--- src/rtl/stage_memory_if.sv ---
// -----------------------------------------------------------------------------
// stage_memory_if
// Data-memory bus between the Osiris I memory-access stage and the data memory.
// The request side holds the request, direction, byte enables, address and
// write data. The response side returns the grant, the read-valid strobe and
// the read word.
//
// Signals:
//   dmem_req     master -> slave  bus request
//   dmem_we      master -> slave  write enable
//   dmem_be      master -> slave  byte enables (one per lane)
//   dmem_addr    master -> slave  word-aligned byte address
//   dmem_wdata   master -> slave  lane-replicated store data
//   dmem_gnt     slave -> master  request accepted this cycle
//   dmem_rvalid  slave -> master  read data valid
//   dmem_rdata   slave -> master  read word
// -----------------------------------------------------------------------------
interface stage_memory_if #(
  parameter int DATA_WIDTH = 32
) ();
  logic                  dmem_req;
  logic                  dmem_we;
  logic [3:0]            dmem_be;
  logic [DATA_WIDTH-1:0] dmem_addr;
  logic [DATA_WIDTH-1:0] dmem_wdata;
  logic                  dmem_gnt;
  logic                  dmem_rvalid;
  logic [DATA_WIDTH-1:0] dmem_rdata;

  modport master (
    output dmem_req, dmem_we, dmem_be, dmem_addr, dmem_wdata,
    input  dmem_gnt, dmem_rvalid, dmem_rdata
  );

  modport slave (
    input  dmem_req, dmem_we, dmem_be, dmem_addr, dmem_wdata,
    output dmem_gnt, dmem_rvalid, dmem_rdata
  );
endinterface

--- src/rtl/stage_memory.sv ---
// -----------------------------------------------------------------------------
// stage_memory
// Memory-access (M) stage of the Osiris I pipeline. It takes the address and
// the store data from the EX/M register and runs one data-memory transaction
// per load/store. It handles byte/half/word lane steering and load extension,
// and it stalls the pipeline until the access completes.
//
// Configuration macro: MEM_MISALIGN_CHECK_EN
//   defined   -> misaligned half/word accesses are flagged and issue no request
//   undefined -> o_misaligned_M = 0; the address bits covered by the access
//                size are ignored, so every access is handled as aligned
//
// Ports:
//   i_clk, i_rst_n     clock, asynchronous active-low reset
//   i_valid_M          M slot holds a real instruction
//   i_mem_read_M       load
//   i_mem_write_M      store (wins if both are set)
//   i_funct3_M         size/sign: 000 B, 001 H, 010 W, 100 BU, 101 HU
//   i_alu_result_M     byte address
//   i_write_data_M     store data (low bytes used)
//   o_read_data_M      extended load result; holds until the next load completes
//   o_stall_M          freezes IF/ID/EX/M and the pipeline registers
//   o_misaligned_M     misaligned access presented in IDLE
//   dmem               data-memory bus (master side)
// -----------------------------------------------------------------------------
module stage_memory #(
  parameter int DATA_WIDTH = 32
) (
  input  logic                  i_clk,
  input  logic                  i_rst_n,
  input  logic                  i_valid_M,
  input  logic                  i_mem_read_M,
  input  logic                  i_mem_write_M,
  input  logic [2:0]            i_funct3_M,
  input  logic [DATA_WIDTH-1:0] i_alu_result_M,
  input  logic [DATA_WIDTH-1:0] i_write_data_M,
  output logic [DATA_WIDTH-1:0] o_read_data_M,
  output logic                  o_stall_M,
  output logic                  o_misaligned_M,
  stage_memory_if.master        dmem
);

  typedef enum logic [1:0] {ST_IDLE, ST_REQ, ST_WAIT, ST_DONE} state_t;
  typedef enum logic [1:0] {SZ_B, SZ_H, SZ_W} size_t;

  state_t                r_state;
  logic                  r_req;
  logic                  r_we;
  logic [3:0]            r_be;
  logic [DATA_WIDTH-1:0] r_addr;
  logic [DATA_WIDTH-1:0] r_wdata;
  logic [DATA_WIDTH-1:0] r_rdata;

  logic                  w_access;
  logic                  w_zext;
  size_t                 w_size;
  logic [DATA_WIDTH-1:0] w_addr_eff;
  logic [1:0]            w_off;
  logic                  w_misaligned;
  logic [3:0]            w_be;
  logic [DATA_WIDTH-1:0] w_wdata;
  logic [DATA_WIDTH-1:0] w_shifted;
  logic [DATA_WIDTH-1:0] w_load;

  assign w_access = i_valid_M & (i_mem_read_M | i_mem_write_M);
  assign w_zext   = i_funct3_M[2];

  // funct3[1] set means word, which also covers the unsupported 011/110/111.
  assign w_size = i_funct3_M[1] ? SZ_W : (i_funct3_M[0] ? SZ_H : SZ_B);

  // Steering address: the bits below the access size are cleared. With the
  // check enabled, misaligned accesses never issue, so the mask only changes
  // behaviour when the check is disabled.
  always_comb begin
    // NOTE: every always_comb output gets a default first, so no path can leave it unassigned and infer a latch.
    w_addr_eff = i_alu_result_M;
    case (w_size)
      SZ_H:    w_addr_eff[0]   = 1'b0;
      SZ_W:    w_addr_eff[1:0] = 2'b00;
      default: ;
    endcase
  end

  assign w_off = w_addr_eff[1:0];

`ifdef MEM_MISALIGN_CHECK_EN
  assign w_misaligned = ((w_size == SZ_H) &  i_alu_result_M[0])
                      | ((w_size == SZ_W) & (i_alu_result_M[1:0] != 2'b00));
`else
  assign w_misaligned = 1'b0;
`endif

  // Store lane steering and byte enables.
  always_comb begin
    w_be    = 4'b1111;
    w_wdata = i_write_data_M;
    case (w_size)
      SZ_B: begin
        w_be    = 4'b0001 << w_off;
        w_wdata = {4{i_write_data_M[7:0]}};
      end
      SZ_H: begin
        w_be    = 4'b0011 << {w_off[1], 1'b0};
        w_wdata = {2{i_write_data_M[15:0]}};
      end
      default: ;
    endcase
  end

  // Load extraction: move the addressed lane down to bit 0, then extend.
  // The M-stage inputs stay stable while stalled, so the live size/offset
  // still describe the access in flight when the read word arrives.
  assign w_shifted = dmem.dmem_rdata >> {w_off, 3'b000};

  always_comb begin
    w_load = dmem.dmem_rdata;
    case (w_size)
      SZ_B: w_load = {{(DATA_WIDTH-8){~w_zext & w_shifted[7]}}, w_shifted[7:0]};
      SZ_H: w_load = {{(DATA_WIDTH-16){~w_zext & w_shifted[15]}}, w_shifted[15:0]};
      default: ;
    endcase
  end

  // NOTE: sequential state uses non-blocking assignments, so every register updates from pre-edge values.
  always_ff @(posedge i_clk or negedge i_rst_n) begin
    if (!i_rst_n) begin
      // NOTE: all state is reset here; there is no memory array, so nothing is left uninitialised.
      r_state <= ST_IDLE;
      r_req   <= 1'b0;
      r_we    <= 1'b0;
      r_be    <= '0;
      r_addr  <= '0;
      r_wdata <= '0;
      r_rdata <= '0;
    end else begin
      case (r_state)
        ST_IDLE: begin
          if (w_access && !w_misaligned) begin
            r_req   <= 1'b1;
            r_we    <= i_mem_write_M;
            r_be    <= w_be;
            r_addr  <= {w_addr_eff[DATA_WIDTH-1:2], 2'b00};
            r_wdata <= w_wdata;
            r_state <= ST_REQ;
          end
        end
        ST_REQ: begin
          if (dmem.dmem_gnt) begin
            r_req <= 1'b0;
            if (r_we) begin
              r_state <= ST_DONE;
            end else if (dmem.dmem_rvalid) begin
              r_rdata <= w_load;
              r_state <= ST_DONE;
            end else begin
              r_state <= ST_WAIT;
            end
          end
        end
        ST_WAIT: begin
          if (dmem.dmem_rvalid) begin
            r_rdata <= w_load;
            r_state <= ST_DONE;
          end
        end
        ST_DONE: r_state <= ST_IDLE;
        default: r_state <= ST_IDLE;
      endcase
    end
  end

  // The IDLE term is combinational so the stall is raised in the very cycle
  // the access is first presented.
  assign o_stall_M = ((r_state == ST_IDLE) & w_access & ~w_misaligned)
                   | (r_state == ST_REQ) | (r_state == ST_WAIT);
  assign o_misaligned_M = (r_state == ST_IDLE) & w_access & w_misaligned;
  assign o_read_data_M  = r_rdata;

  assign dmem.dmem_req   = r_req;
  assign dmem.dmem_we    = r_we;
  assign dmem.dmem_be    = r_be;
  assign dmem.dmem_addr  = r_addr;
  assign dmem.dmem_wdata = r_wdata;

endmodule

--- src/flat_wrapper.sv ---
// flat-port wrapper written by rule: the top's interface ports become plain ports
module stage_memory_flat 
#(
  parameter int DATA_WIDTH = 32
)
  (i_clk, i_rst_n, i_valid_M, i_mem_read_M, i_mem_write_M, i_funct3_M, i_alu_result_M, i_write_data_M, o_read_data_M, o_stall_M, o_misaligned_M, dmem_dmem_req, dmem_dmem_we, dmem_dmem_be, dmem_dmem_addr, dmem_dmem_wdata, dmem_dmem_gnt, dmem_dmem_rvalid, dmem_dmem_rdata);
  stage_memory_if #(.DATA_WIDTH(DATA_WIDTH)) dmem_i ();
  input  logic i_clk;
  input  logic i_rst_n;
  input  logic i_valid_M;
  input  logic i_mem_read_M;
  input  logic i_mem_write_M;
  input  logic [2:0] i_funct3_M;
  input  logic [DATA_WIDTH-1:0] i_alu_result_M;
  input  logic [DATA_WIDTH-1:0] i_write_data_M;
  output logic [DATA_WIDTH-1:0] o_read_data_M;
  output logic o_stall_M;
  output logic o_misaligned_M;
  output wire logic [$bits(dmem_i.dmem_req)-1:0] dmem_dmem_req;
  output wire logic [$bits(dmem_i.dmem_we)-1:0] dmem_dmem_we;
  output wire logic [$bits(dmem_i.dmem_be)-1:0] dmem_dmem_be;
  output wire logic [$bits(dmem_i.dmem_addr)-1:0] dmem_dmem_addr;
  output wire logic [$bits(dmem_i.dmem_wdata)-1:0] dmem_dmem_wdata;
  input wire logic [$bits(dmem_i.dmem_gnt)-1:0] dmem_dmem_gnt;
  input wire logic [$bits(dmem_i.dmem_rvalid)-1:0] dmem_dmem_rvalid;
  input wire logic [$bits(dmem_i.dmem_rdata)-1:0] dmem_dmem_rdata;
  assign dmem_dmem_req = dmem_i.dmem_req;
  assign dmem_dmem_we = dmem_i.dmem_we;
  assign dmem_dmem_be = dmem_i.dmem_be;
  assign dmem_dmem_addr = dmem_i.dmem_addr;
  assign dmem_dmem_wdata = dmem_i.dmem_wdata;
  assign dmem_i.dmem_gnt = dmem_dmem_gnt;
  assign dmem_i.dmem_rvalid = dmem_dmem_rvalid;
  assign dmem_i.dmem_rdata = dmem_dmem_rdata;
  stage_memory #(.DATA_WIDTH(DATA_WIDTH)) u_core (.i_clk(i_clk), .i_rst_n(i_rst_n), .i_valid_M(i_valid_M), .i_mem_read_M(i_mem_read_M), .i_mem_write_M(i_mem_write_M), .i_funct3_M(i_funct3_M), .i_alu_result_M(i_alu_result_M), .i_write_data_M(i_write_data_M), .o_read_data_M(o_read_data_M), .o_stall_M(o_stall_M), .o_misaligned_M(o_misaligned_M), .dmem(dmem_i));
endmodule
--- config.mk ---
export PLATFORM = sky130hd
export DESIGN_NAME = stage_memory_flat
export DESIGN_NICKNAME = d
export VERILOG_FILES = /design/src/rtl/stage_memory_if.sv /design/src/rtl/stage_memory.sv /design/src/flat_wrapper.sv
export SDC_FILE = /design/constraint.sdc
export NUM_CORES = 1
export LEC_CHECK = 0
export ABC_AREA = 1
export CORE_MARGIN = 3
export CORE_UTILIZATION = 45
export DETAILED_ROUTE_END_ITERATION = 6
export PLACE_DENSITY_LB_ADDON = 0.25
export SETUP_SLACK_MARGIN = 0.2
export SYNTH_ARGS = -nofsm -noshare
export SYNTH_HDL_FRONTEND = slang
export SYNTH_SLANG_ARGS = --single-unit
--- constraint.sdc ---
create_clock -name i_clk -period 3.1 [get_ports i_clk]
set_input_delay 0.62 -clock i_clk [delete_from_list [all_inputs] [get_ports i_clk]]
set_output_delay 0.62 -clock i_clk [all_outputs]
set_load 0.03 [all_outputs]
==> flow_summary.yaml <==
status:
  status: "completed"
run:
  drv_cap: 0
synth:
  avgSynthCellArea_um2: 7.99
  synth_top_area_share: 0.502
  synth_xor_area_frac: 0
  synth_top_family_by_area: "simple AND/OR/NAND/NOR gates"
  synth-compound-area-share: 0.133
  ys.warnings.count: 0
  synth_ff_type: "dfrtp_1"
  synth_cells: 636
  ys_top_cells_by_area: "dfrtp_1 50%, nand2_1 18%, o21ai_0 5.7%, a21oi_1 5.0%, inv_1 3.8%"
  synth_top_area_cell: "dfrtp_1"
  synthSimpleGateAreaFrac: 0.269
  synthMuxAreaShare: 0
  synth_adder_area_share: 0.00739
  synthesis.area_mm2: 0.00508
  synth_edf_count: 0
  seq_area_frac_synth: 0.502
  ys_types: 31
  synth_seq_cells: 102
  synthArstFlopShare: 1.00
floorplanning:
  die_x_um: 112
  io_pins: 210
  floorplan.initialDensity: 0.465
  row_count: 38
  fp.dieH_um: 112
  die_area_mm2: 0.0126
  design.core.area_mm2: 0.0109
timing:
  drv_slew: 0
  fmax_ghz: 0.407
  hold_viol: 0
  fin_skew_ns: 0.00812
  period_needed_ns: 2.46
  min_period_over_period: 0.792
  rsz0062_at_grt: "no"
  fin_setup_tns_ns: 0
  finalSetupViolCount: 0
  slew_headroom: 0.431
  worst_pin_slew_ns: 0.854
global_route:
  antenna_found_initial: 1
  grt_max_degree: 89
  grt_overflow: 0
  grt.total_usage: 0.242
  grt_pass1_vias: 4812
  grt_pass1_wl_um: 24600
clock_network:
  cts.sinks: 102
  cts_buffers: 9
  cts_hold_buf: 0
  cts.clk_slew.worst_paths_ns: 0.07
  cts_setup_buffers: 0
  root_buffer: "clkbuf_16"
  post_cts_resized: 0
  clk_path_buf_depth: 2
  clk_latency_ns: 0.34
  htree_levels: 3
  cts_tree: "built"
final_layout:
  layout-drive-gt1-share: 0.0772
  areaGrowthSynthToFinish_pct: 46.0
  multi_input_area_mm2: 0.00210
  diodes: 0
  final.fill_count: 891
  nets: 933
  ff_latch_area_mm2: 0.00255
critical_path:
  path_max_fanout: 3
  reg2reg_slack_ns: 1.03
  worstPathArrival_ns: 1.84
  start_kind: "input pin"
  setup.worst_path.class: "in2out"
  cp.required_ns: 2.48
  endpoint_kind: "output port"
hold_path:
  hp-class: "in2async"
place:
  globalplace.congestion: 0.966
  port-buffer-count: 206
  hpwl_um: 11200
route:
  drt_wl_total_um: 15100
  drtPass1Iterations: 5
  viasPerCell: 5.03
  dr_total_vias: 4878
  drt_iter0_drc: 361
  wl_per_cell_um: 15.6
  drc: 0
  ant_nets: 0
power:
  power_mw: 7.49
  ir_drop_mv: 0.540
  leakagePower_nw: 3.53
  power.density_mw_per_mm2: 1010
## power breakdown
group	leakage [nW]	switching (mW)	internal, mW
clock network	0.126	0.513	0.554
registers	1.25	0.346	1.97
logic	2.15	2.45	1.66
## critical path: stages
cell             delay (ns)
clkdlybuf4s50_1        0.44
o21ai_0                0.44
nor2_4                 0.06
inv_2                  0.06
nand2_1                0.04
buf_4                  0.17
## metal layers
layer	routed length, µm	share of wire	track usage
met1	6410	0.42	0.317
met2	7210	0.48	0.396
met3	1100	0.073	0.0528
met4	380	0.025	0.0889
met5	15	0.00099	0
## synth_stat cells (5+ instances only)
| library cell | n |
|---|---|
| nand2_1 | 242 |
| nor2_1 | 5 |
| nand3_1 | 26 |
| buf_2 | 10 |
| o21ai_1 | 5 |
| buf_4 | 6 |
| o211ai_1 | 7 |
| dfrtp_1 | 102 |
| o21ai_0 | 58 |
| nand3_2 | 11 |
| clkbuf_1 | 15 |
| or2_2 | 16 |
| inv_1 | 52 |
| a21oi_1 | 51 |
## through the flow
stage / instance area [µm²] / cells / utilization / setup slack [ns] / hold WS (ns)
after floorplan: 5090 / 638 / - / 0.894 / 0.324
after global placement: 7140 / 953 / 0.653 / 0.583 / 0.454
after detailed placement: 7140 / 953 / 0.653 / 0.460 / 0.458
after CTS: 7420 / 969 / 0.678 / 0.654 / 0.410
after global routing: 7420 / 969 / 0.678 / 0.525 / 0.446
final: 7420 / 969 / 0.678 / 0.644 / 0.388
## final timing paths
| kind | startpoint | endpoint | depth (start not counted) |
|---|---|---|---|
| hold reg to reg | u_core.dmem.dmem_wdata[16]$_DFFE_PN0P_ | u_core.dmem.dmem_wdata[16]$_DFFE_PN0P_ | 2 |
| min in group i_clk | u_core.dmem.dmem_wdata[16]$_DFFE_PN0P_ | u_core.dmem.dmem_wdata[16]$_DFFE_PN0P_ | 2 |
| setup / recovery | i_mem_write_M | o_stall_M | 6 |
| hold / removal | i_rst_n | u_core.dmem.dmem_addr[28]$_DFFE_PN0P_ | 1 |
| setup reg to reg | u_core.r_state[1]$_DFFE_PN0P_ | u_core.o_read_data_M[1]$_DFFE_PN0P_ | 8 |
| max in group asynchronous | i_rst_n | u_core.dmem.dmem_be[3]$_DFFE_PN0P_ | 2 |
## cell usage in the layout (no fill, tap or decap), types with 2 or more instances in the layout
cell             count
or2_2               16
ha_1                 3
clkinvlp_4           4
o21a_1               4
buf_4                9
nor2_4               3
a21oi_1             51
inv_2                3
clkbuf_16            9
clkdlybuf4s50_1    203
nand2_2              2
o21ai_0             58
nand3_2             11
nand2_1            242
nor2_1               4
o21ai_1              5
conb_1               3
nand4_1              2
o211ai_1             7
nand3_1             26
dfrtp_1            102
inv_1               52
## sequential cells by signal, summed over array words and instances, names as in the netlist
name / flops
u_core.dmem.dmem_wdata: 32
u_core.o_read_data_M: 32
u_core.dmem.dmem_we: 1
u_core.dmem.dmem_req: 1
u_core.r_state: 2
u_core.dmem.dmem_addr: 30
u_core.dmem.dmem_be: 4
## logic make-up (layout without fill, tap and decap cells)
logic type	after synthesis	in the layout
adder cells (fa/ha/maj)	3	3
buffers and inverters	93	284
AND/OR/NAND/NOR	310	310
other	1	3
AO/OA/AOI/OAI	127	127
flip-flops	102	102
## cell type report
| type | instances | area share |
|---|---|---|
| Sequential cell | 102 | 0.344 |
| Inverter | 55 | 0.0278 |
| Clock buffer | 9 | 0.0304 |
| Tap cell | 140 | 0.0236 |
| Multi-Input combinational cell | 443 | 0.283 |
| Clock inverter | 7 | 0.00793 |
| Timing Repair Buffer | 213 | 0.284 |
Power figures use the tool's default switching activity.
